$ cat src/rtl/lcd_char_writer.sv
`timescale 1ns/1ps
// lcd_char_writer: HD44780-style character writer. It runs a power-on wait and
// an init command sequence. After that it accepts single characters or clear
// requests. Every LCD transfer has three phases: SETUP, PULSE and HOLD.
module lcd_char_writer #(
  parameter int unsigned TICK_DIV  = 50,
  parameter int unsigned PWR_TICKS = 1000,
  parameter int unsigned CLR_TICKS = 40
) (
  input  logic       clk,
  input  logic       rst,
  input  logic [7:0] i_char,
  input  logic       i_valid,
  input  logic       i_clear,
  output logic       o_ready,
  output logic [3:0] o_col,
  output logic       lcd_e,
  output logic       lcd_rs,
  output logic       lcd_rw,
  output logic [7:0] lcd_data
);

  localparam int unsigned TW    = (TICK_DIV > 1) ? $clog2(TICK_DIV) : 1;
  localparam int unsigned PMAX0 = (PWR_TICKS > CLR_TICKS) ? PWR_TICKS : CLR_TICKS;
  localparam int unsigned PMAX  = (PMAX0 > 3) ? PMAX0 : 3;
  localparam int unsigned PW    = $clog2(PMAX);

  typedef enum logic [3:0] {
    PWR_WAIT,
    INIT_FS,
    INIT_DISP,
    INIT_ENTRY,
    INIT_CLR,
    CLR_WAIT,
    IDLE,
    WR_CHAR,
    WR_HOME,
    WR_CLR
  } state_t;

  state_t          state_q, state_d;
  logic [TW-1:0]   tick_q, tick_d;
  logic [PW-1:0]   ph_q, ph_d;
  logic [3:0]      col_q, col_d;
  logic [7:0]      char_q, char_d;

  logic            phase_end;
  logic            last_phase;
  logic            xfer;
  logic [PW-1:0]   ph_limit;

  // State, phase counters, cursor column and captured character
  always_ff @(posedge clk or negedge rst) begin
    if (!rst) begin
      state_q <= PWR_WAIT;
      tick_q  <= '0;
      ph_q    <= '0;
      col_q   <= '0;
      char_q  <= '0;
    end else begin
      state_q <= state_d;
      tick_q  <= tick_d;
      ph_q    <= ph_d;
      col_q   <= col_d;
      char_q  <= char_d;
    end
  end

  // Phase length per state and end-of-state detection
  always_comb begin
    xfer = (state_q == INIT_FS) || (state_q == INIT_DISP) ||
           (state_q == INIT_ENTRY) || (state_q == INIT_CLR) ||
           (state_q == WR_CHAR) || (state_q == WR_HOME) || (state_q == WR_CLR);
    case (state_q)
      PWR_WAIT: ph_limit = PW'(PWR_TICKS - 1);
      CLR_WAIT: ph_limit = PW'(CLR_TICKS - 1);
      default:  ph_limit = PW'(2);
    endcase
    phase_end  = (tick_q == TW'(TICK_DIV - 1));
    last_phase = phase_end && (ph_q == ph_limit);
  end

  // Next-state logic: IDLE holds the counters at zero, so each transfer
  // starts with a full SETUP phase
  always_comb begin
    state_d = state_q;
    tick_d  = tick_q;
    ph_d    = ph_q;
    col_d   = col_q;
    char_d  = char_q;
    if (state_q == IDLE) begin
      tick_d = '0;
      ph_d   = '0;
      if (i_clear) begin
        state_d = WR_CLR;
        col_d   = '0;
      end else if (i_valid) begin
        state_d = WR_CHAR;
        char_d  = i_char;
      end
    end else begin
      tick_d = phase_end ? '0 : tick_q + TW'(1);
      if (phase_end) begin
        ph_d = last_phase ? '0 : ph_q + PW'(1);
      end
      if (last_phase) begin
        case (state_q)
          PWR_WAIT:   state_d = INIT_FS;
          INIT_FS:    state_d = INIT_DISP;
          INIT_DISP:  state_d = INIT_ENTRY;
          INIT_ENTRY: state_d = INIT_CLR;
          INIT_CLR:   state_d = CLR_WAIT;
          CLR_WAIT:   state_d = IDLE;
          WR_CLR:     state_d = CLR_WAIT;
          WR_HOME:    state_d = IDLE;
          WR_CHAR: begin
            if (col_q == 4'd15) begin
              col_d   = '0;
              state_d = WR_HOME;
            end else begin
              col_d   = col_q + 4'd1;
              state_d = IDLE;
            end
          end
          default:    state_d = PWR_WAIT;
        endcase
      end
    end
  end

  // LCD bus decode: rs/data fixed per state, so they stay stable for the
  // whole transfer; enable only in the PULSE phase
  always_comb begin
    lcd_rs   = 1'b0;
    lcd_data = '0;
    case (state_q)
      INIT_FS:    lcd_data = 8'h38;
      INIT_DISP:  lcd_data = 8'h0C;
      INIT_ENTRY: lcd_data = 8'h06;
      INIT_CLR:   lcd_data = 8'h01;
      WR_CLR:     lcd_data = 8'h01;
      WR_HOME:    lcd_data = 8'h80;
      WR_CHAR: begin
        lcd_rs   = 1'b1;
        lcd_data = char_q;
      end
      default: begin
        lcd_rs   = 1'b0;
        lcd_data = '0;
      end
    endcase
    lcd_e = xfer && (ph_q == PW'(1));
  end

  assign o_ready = (state_q == IDLE);
  assign o_col   = col_q;
  assign lcd_rw  = 1'b0;

endmodule

$ cat config.mk
export PLATFORM = sky130hd
export DESIGN_NAME = lcd_char_writer
export DESIGN_NICKNAME = d
export VERILOG_FILES = /design/src/rtl/lcd_char_writer.sv
export SDC_FILE = /design/constraint.sdc
export NUM_CORES = 1
export LEC_CHECK = 0
export BUFFER_PORTS_ARGS = -buffer_cell sky130_fd_sc_hd__buf_2
export CORE_AREA = 8 8 84 86
export CTS_BUF_LIST = sky130_fd_sc_hd__clkbuf_8
export DETAILED_ROUTE_END_ITERATION = 10
export DIE_AREA = 0 0 92 94
export PLACE_DENSITY = 0.65
export SYNTH_ARGS = -nofsm -noshare
export SYNTH_HDL_FRONTEND = slang
export SYNTH_SLANG_ARGS = --single-unit
$ cat constraint.sdc
create_clock -name clk -period 2.25 [get_ports clk]
set_input_delay 0.45 -clock clk [delete_from_list [all_inputs] [get_ports clk]]
set_output_delay 0.45 -clock clk [all_outputs]
set_load 0.05 [all_outputs]
# ---- Yosys cells after proc, flatten, opt, wreduce, memory -nomap -nowiden
# Cells that the tools add are included.
dict set report op_classes {
  eq_ne 15
  reduce_logical 17
  n_bitwise 1
  mux 19
  add_sub_neg 3
}
# cell count
set op_table {}
lappend op_table {{8-bit one-hot mux with 6 select lines} 1}
lappend op_table {{4-bit 2-to-1 mux} 10}
lappend op_table {{10-bit 2-to-1 mux} 3}
lappend op_table {{4-bit one-hot mux with 7 select lines} 1}
lappend op_table {{10-bit one-hot mux with 2 select lines} 1}
lappend op_table {{4-bit by 3-bit equality test with 1-bit output (second input constant)} 4}
lappend op_table {{4-bit equality test (second input constant)} 3}
lappend op_table {{6-bit 2-to-1 mux} 2}
lappend op_table {{10-bit by 1-bit adder with 10-bit output (second input constant)} 1}
lappend op_table {{10-bit by 1-bit equality test with 1-bit output (second input constant)} 1}
lappend op_table {{10-bit equality test} 1}
lappend op_table {{4-bit by 2-bit equality test with 1-bit output (second input constant)} 2}
lappend op_table {{6-bit by 1-bit adder with 6-bit output (second input constant)} 1}
lappend op_table {{6-bit equality test (second input constant)} 1}
lappend op_table {{1-bit logical OR} 6}
lappend op_table {{3-bit AND reduction} 2}
lappend op_table {{2-bit nonzero test} 3}
lappend op_table {{4-bit by 1-bit adder with 4-bit output (second input constant)} 1}
lappend op_table {{4-bit by 1-bit equality test with 1-bit output (second input constant)} 1}
lappend op_table {{4-bit logical NOT} 1}
lappend op_table {{2-bit OR reduction} 2}
lappend op_table {{3-bit != test (second input constant)} 1}
lappend op_table {{1-bit logical AND} 2}
lappend op_table {{2-bit != test (second input constant)} 1}
lappend op_table {{other kinds (3)} 3}
dict set report totals {
  reg_bits 32
  wordCells 60
  input_bits 12
  out_inout_bits 16
}

# ---- Logic depth before layout (Yosys ltp)
# Gate-level depths: netlist (run 1).
dict set report depth {
  depth_word 8
  depth_mapped 9
  ltp_nobuf 7
}

# ---- Worst setup path before layout (run 1)
# No wires, ideal clock.
dict set report synth_timing {
  path_type {register to output}
  startpoint {register state_q[2]}
  endpoint {output port lcd_data[0]}
  slack_ps -189
  path_buffers 2
  required_ps 1800
  stages_incl_launch_ff 6
  arrival_time_ps 1989
  path_cell_list {dfrtp_1 > clkbuf_8 > buf_6 > inv_1 > nand2_1 > o32ai_1}
}
dict set report synth_via {
  elab_chain_cells 3
  word_cells_on_any_way 9
  cone_classes {eq/ne: 7; mux: 1; reduce/logical: 1}
}
# element line
set synth_lines {}
lappend synth_lines {{start: declaration} 41} ;# state_t state_q, state_d;
lappend synth_lines {{start signal: assignment} 61} ;# state_q <= state_d;
lappend synth_lines {{4-bit by 3-bit equality test with 1-bit output / 4-bit equality test (equally long branches)} 136} ;# case (state_q)
lappend synth_lines {{2-bit OR reduction (no source line)} -}
lappend synth_lines {{8-bit one-hot mux with 6 select lines *} 136}
lappend synth_lines {{end: declaration} 20} ;# output logic [7:0] lcd_data
# Every way passes the cells marked *; elsewhere a longest branch is shown, timed or not.

# ---- Final worst setup path (run 1)
dict set report layout_timing {
  startpoint {register ph_q[7]}
  endpoint {output port lcd_e}
}
dict set report layout_via {
  elab_chain_cells 2
}
# element line
set layout_lines {}
lappend layout_lines {{start: declaration} 43} ;# logic [PW-1:0] ph_q, ph_d;
lappend layout_lines {{start signal: assignment} 63} ;# ph_q <= ph_d;
lappend layout_lines {{10-bit by 1-bit equality test with 1-bit output} 152} ;# lcd_e = xfer && (ph_q == PW'(1));
lappend layout_lines {{1-bit logical AND} 152}
lappend layout_lines {{end: declaration} 17} ;# output logic lcd_e,
# No other way between the ends.

==> results of run 1 <==
-- flip-flops by register name, summed over array words and instances, names as in the netlist --
name     flops
tick_q       6
o_col        4
char_q       8
state_q      4
ph_q        10
-- logic make-up (layout without fill, tap and decap cells) --
| kind of cell | Yosys count | in the layout | share of synthesized area |
|---|---|---|---|
| mux | 13 | 13 | 0.0785 |
| fa+ha+maj | 5 | 5 | 0.0322 |
| other cells | 1 | 1 | 0.00193 |
| compound gates | 36 | 36 | 0.128 |
| simple gates | 81 | 81 | 0.214 |
| xor+xnor | 13 | 13 | 0.0585 |
| buf+inv | 18 | 55 | 0.0752 |
| flops | 32 | 32 | 0.412 |
-- layer usage --
layer / vias up / wire [um]
met1: 731 / 1960
met5: - / 0
met4: 0 / 80
met2: 42 / 1930
met3: 6 / 214
li1: 775 / -
-- synth_stat cells (3+ instances only) --
cell type	number
mux2_2	10
nor2_1	27
nand4_1	5
clkbuf_8	3
o21ai_0	6
o22ai_1	3
xnor2_1	5
clkbuf_1	3
a21oi_1	12
nand2_1	12
and2_1	4
xor2_1	8
nand3_1	11
buf_6	4
ha_1	5
dfrtp_1	32
inv_1	6
-- through the flow --
step,std cells,setup slack (ns)
2_1_floorplan,199,0.0227
3_3_place_gp,301,0.135
3_5_place_dp,301,0.112
4_1_cts,309,0.0100
5_1_grt,311,-0.0362
6_report,311,0.0288
-- area by class of cell --
type | count | share of cell area
multi-input cells | 149 | 0.450
flip-flops and latches | 32 | 0.349
repair buffers | 41 | 0.111
well taps | 75 | 0.0408
clock buffers | 6 | 0.0359
inverters | 6 | 0.00980
clock inverters | 2 | 0.00327
-- power by group through the flow --
stage	sequential [mW]	clock [mW]	combinational (mW)
4_1_cts	0.585	0.461	0.0620
5_1_grt	0.586	0.484	0.0672
3_3_place_gp	0.596	0	0.0614
6_report	0.586	0.448	0.0602
2_1_floorplan	0.595	0	0.0342
3_5_place_dp	0.596	0	0.0619
-- worst reg2reg max path, delay by kind of cell, from the launching register on --
family | cells | cell delay, ns
AO/OA/AOI/OAI | 1 | 0.28
AND/OR/NAND/NOR | 2 | 0.62
multiplexers | 2 | 0.72
flip-flops | 1 | 0.43
-- what timing repair did --
action / in CTS / in global routing
hold endpoints to repair: 0 / 0
resized for setup: 3 / 5
buffers inserted: 0 / 2
endpoints found under the setup margin: 1 / 10
pin swaps: 0 / 2
-- worst paths after layout --
| kind | start | endpoint | slack (ns) |
|---|---|---|---|
| worst max-delay path | ph_q[7] | lcd_e | 0.03 |
| worst min-delay path | rst | ph_q[0] | 0.21 |
| worst min register to register | tick_q[0] | tick_q[0] | 0.49 |
| worst max register to register | state_q[3] | state_q[2] | 0.09 |
| max in group asynchronous | rst | ph_q[6] | 1.58 |
| min in group clk | i_char[1] | char_q[1] | 0.39 |
==> results.sh, run 1 <==
export IMPL_status="completed"
export IMPL_grt_pass1_vias=1479
export IMPL_maxSlewHeadroom=0.525
export IMPL_yosys_warnings=0
export IMPL_numCtsBuffers=5
export IMPL_syn_nets=216
export IMPL_yosysTopAreaCell="dfrtp_1"
export IMPL_clockBufferDepth=2
export IMPL_final_util=0.400
export IMPL_cp_buffers_inverters=1
export IMPL_fin_tns_setup_ns=0
export IMPL_drv_slew=0
export IMPL_fin_skew_ns=0.00746
export IMPL_rows=28
export IMPL_peakVddDrop_v=0.000349
export IMPL_antenna_found_initial=0
export IMPL_clockRootBuffer="clkbuf_8"
export IMPL_slowest_stage="or4_4"
export IMPL_layout_common_cells="dfrtp_1, nor2_1, buf_2, buf_4"
export IMPL_diodes=0
export IMPL_syn_instance_count=199
export IMPL_syn_to_final_growth_pct=18.1
export IMPL_grt_pass1_wl_um=7110
export IMPL_setup_viol_count_final=0
export IMPL_combPwrFrac=0.055
export IMPL_switching_share=0.231
export IMPL_fp_dieArea_sq_um=8650
export IMPL_p_per_area_nw_per_um2=476
export IMPL_port_buffers=26
export IMPL_synth_cell_types=47
export IMPL_holdBufCountCts=0
export IMPL_ios=28
export IMPL_dr_total_vias=1554
export IMPL_clk_pin_slew_worst_paths_ns=0.07
export IMPL_rr_worst_depth=5
export IMPL_grtUsageMet3=0.0296
export IMPL_wl_per_cell_um=13.5
export IMPL_viasPerCell=5.00
export IMPL_grtUsageTotal=0.102
export IMPL_synth_area_sq_um=1950
export IMPL_hold_viol_final=0
export IMPL_arrival_ns=1.77
export IMPL_crit_required_ns=1.80
export IMPL_finalCriticalPeriod_ns=2.22
export IMPL_floorplan_die_height_um=94
export IMPL_num_fill_cells=587
export IMPL_crit_path_end_kind="primary output"
export IMPL_cts_tree="yes"
export IMPL_ys_ff_latch=32
export IMPL_placed_cell_area_sq_um=2160
export IMPL_start_util=0.339
export IMPL_clkPwrFrac=0.410
export IMPL_async_flop_share=1.00
export IMPL_period_share=0.987
export IMPL_rsz0062_at_grt="true"
export IMPL_slowest_delay_ns=0.52
export IMPL_fmax_mhz=450
export IMPL_drt_iter0_drc=89
export IMPL_gr_total_overflow=0
export IMPL_hpwl_um=3030
export IMPL_antenna_left=0
export IMPL_worst_pin_slew_ns=0.712
export IMPL_met1_usage=0.134
export IMPL_p_seq_frac=0.535
export IMPL_wirelength_um=4190
export IMPL_synth_edf_count=0
export IMPL_crit_fanout=2
export IMPL_synth_top_area_frac=0.412
export IMPL_crit_chain="or4_4 -> a211o_4 -> nor2_4 -> buf_8"
export IMPL_synth_flop_cell="dfrtp_1"
export IMPL_min_path_type="in2async"
export IMPL_critical_path_top_delay_family="simple AND/OR/NAND/NOR gates"
export IMPL_layout_commonest_cell="dfrtp_1"
export IMPL_syn_area_per_cell_sq_um=9.78
export IMPL_insertion_delay_ns=0.29
export IMPL_die_x_um=92
export IMPL_design_area_sq_um=2300
export IMPL_leakage_nw=1.08
export IMPL_cts_num_sinks=32
export IMPL_fin_nets=252
export IMPL_p_total_mw=1.09
export IMPL_ys_seq_area_frac=0.412
export IMPL_netSwitchingPower_uw=252
export IMPL_grt_max_degree=33
export IMPL_whs_ns=0.214
export IMPL_gp_congestion=0.829
export IMPL_ff_latch_area_sq_um=801
export IMPL_drive_gt1_frac=0.305
export IMPL_htreeDepth=2
export IMPL_grt_util_met2=0.150
export IMPL_firstDrtPassIters=4
export IMPL_critPathKind="reg2out"
export IMPL_core_sq_um=5750
export IMPL_internal_power_uw=842
export IMPL_cap_violations=0
export IMPL_cp_start_kind="flop"
export IMPL_cp_num_cells=4
export IMPL_top_usage_layer="met2"
export IMPL_route_detailed_drc=0
export IMPL_synthTopCellsByArea="dfrtp_1, mux2_2, nor2_1"
export IMPL_multi_input_area_sq_um=1030
(Power assumes the default switching activity.)
==> run 2, diff against run 1 <==
CORE_AREA = 2 2 78 80   (was 8 8 84 86)
DIE_AREA = 0 0 80 82   (was 0 0 92 94)
==> run 2 against run 1 <==
Sequential power about the same. Cell count increased by 0.32%. Critical path depth unchanged. Sequential share of layout area is 0.34 points lower. Final area increased by 0.98%. Worst setup slack gained 0.011 ns. Clock skew hardly changed. Utilization up 0.39 points. Total power is 0.48% higher. Via count rose by 2.1%. Die area down 24%. Combinational power increased by 6.0%.
==> results.sh, run 2 (synthesis gave the netlist of run 1 again) <==
export IMPL_maxSlewHeadroom=0.527
export IMPL_slowest_delay_ns=0.53
export IMPL_wl_per_cell_um=13.1
export IMPL_floorplan_die_height_um=82
export IMPL_cts_num_sinks=32
export IMPL_ff_latch_area_sq_um=801
export IMPL_numCtsBuffers=5
export IMPL_clockRootBuffer="clkbuf_8"
export IMPL_wirelength_um=4080
export IMPL_drv_slew=0
export IMPL_layout_commonest_cell="dfrtp_1"
export IMPL_start_util=0.339
export IMPL_p_per_area_nw_per_um2=474
export IMPL_gr_total_overflow=0
export IMPL_min_path_type="in2async"
export IMPL_crit_required_ns=1.80
export IMPL_dp_cells=301
export IMPL_antenna_found_initial=0
export IMPL_switching_share=0.229
export IMPL_status="completed"
export IMPL_dr_total_vias=1586
export IMPL_wl_met2_um=1910
export IMPL_firstDrtPassIters=4
export IMPL_htreeDepth=2
export IMPL_netSwitchingPower_uw=251
export IMPL_internal_power_uw=848
export IMPL_cap_violations=0
export IMPL_route_detailed_drc=0
export IMPL_drt_iter0_drc=78
export IMPL_port_buffers=26
export IMPL_clkPwrFrac=0.409
export IMPL_final_instance_count_excl_fill=312
export IMPL_rows=28
export IMPL_leakage_nw=1.09
export IMPL_cp_start_kind="flop"
export IMPL_arrival_ns=1.76
export IMPL_combPwrFrac=0.058
export IMPL_ios=28
export IMPL_reg_top3="ph_q: 10 flops, char_q: 8 flops, tick_q: 6 flops"
export IMPL_multi_input_area_sq_um=1030
export IMPL_clk_pin_slew_worst_paths_ns=0.07
export IMPL_fp_dieArea_sq_um=6560
export IMPL_viasPerCell=5.08
export IMPL_largest_reg_flops=10
export IMPL_fmax_mhz=452
export IMPL_grt_pass1_vias=1431
export IMPL_holdBufCountCts=0
export IMPL_diodes=0
export IMPL_setup_viol_count_final=0
export IMPL_hpwl_um=2960
export IMPL_syn_to_final_growth_pct=19.2
export IMPL_crit_chain="or4_4 -> a211o_2 -> nor2_4 -> buf_8"
export IMPL_fin_skew_ns=0.00772
export IMPL_core_sq_um=5750
export IMPL_placed_cell_area_sq_um=2170
export IMPL_slowest_stage="or4_4"
export IMPL_layout_common_cells="dfrtp_1, nor2_1, buf_2, buf_4"
export IMPL_fin_tns_setup_ns=0
export IMPL_worst_pin_slew_ns=0.710
export IMPL_fin_nets=253
export IMPL_grt_pass1_wl_um=6720
export IMPL_clockBufferDepth=2
export IMPL_crit_fanout=2
export IMPL_largest_register="ph_q"
export IMPL_grtUsageTotal=0.134
export IMPL_antenna_left=0
export IMPL_p_seq_frac=0.533
export IMPL_routed_top_layer="met4"
export IMPL_die_x_um=80
export IMPL_finalCriticalPeriod_ns=2.21
export IMPL_num_fill_cells=589
export IMPL_gp_congestion=0.841
export IMPL_grt_max_degree=33
export IMPL_peakVddDrop_v=0.000306
export IMPL_hold_viol_final=0
export IMPL_cts_tree="yes"
export IMPL_wirelength_met1_um=1950
export IMPL_period_share=0.982
export IMPL_insertion_delay_ns=0.28
export IMPL_p_total_mw=1.10
export IMPL_crit_path_end_kind="primary output"
export IMPL_critPathKind="reg2out"
export IMPL_design_area_sq_um=2320
export IMPL_met3WireLength_um=166
export IMPL_drive_gt1_frac=0.329
[run 2: cell types whose count changed in the layout (fill, tap and decap cells not counted)]
cell | previous run | this run
inv_2 | 0 | 1
inv_1 | 8 | 5
nand4bb_2 | 0 | 1
nand4bb_1 | 1 | 0
buf_12 | 0 | 1
nand2b_2 | 0 | 1
clkinv_2 | 0 | 2
a211o_2 | 0 | 1
a211o_4 | 1 | 0
nand2b_1 | 2 | 1
[run 2: critical path: cells and delay by family (launching register included)]
| kind | cells | cell delay [ns] |
|---|---|---|
| and+or+nand+nor | 2 | 0.64 |
| DFF | 1 | 0.38 |
| AOI/OAI and AO/OA | 1 | 0.30 |
| buffers and inverters | 1 | 0.15 |
[run 2: per-layer routing]
metal  GRT usage  vias to the layer above
li1            -                      779
met4      0.0542                        0
met5           0                        -
met1       0.188                      768
met2       0.197                       34
met3      0.0330                        5
[run 2: stage by stage]
step                 util  hold slack (ns)  worst slack [ns]
floorplan               -            0.154            0.0227
global placement    0.377            0.477             0.132
detailed placement  0.377            0.482            0.0979
CTS                 0.395            0.236           0.00578
global route        0.404            0.285          -0.00643
finish              0.404            0.219            0.0395
[run 2: path summary, 6_finish.rpt]
path | from | endpoint | slack, ns | cells after the start
min | rst | state_q[1] | 0.22 | 1
min in group clk | i_char[3] | char_q[3] | 0.39 | 2
max | ph_q[7] | lcd_e | 0.04 | 4
min reg2reg | tick_q[0] | tick_q[0] | 0.49 | 1
max reg2reg | state_q[3] | state_q[1] | 0.09 | 5
max in group asynchronous | rst | ph_q[4] | 1.58 | 1
[run 2: final cells by class]
type | count | area share
Clock buffer | 6 | 0.0356
Clock inverter | 2 | 0.00432
Inverter | 6 | 0.00971
Multi-Input combinational cell | 149 | 0.446
Sequential cell | 32 | 0.345
Tap cell | 75 | 0.0405
Timing Repair Buffer | 42 | 0.119
[run 2: power groups by stage]
stage	combinational [mW]	clock, mW	sequential [mW]
after detailed placement	0.0647	0	0.596
after CTS	0.0647	0.466	0.585
after global routing	0.0702	0.488	0.586
after global placement	0.0641	0	0.596
final	0.0638	0.450	0.586
after floorplan	0.0342	0	0.595
[run 2: timing repair]
action,in CTS,in global routing
setup endpoints to repair,3,11
cloned,0,0
buffers inserted,0,3
resized for setup,4,6
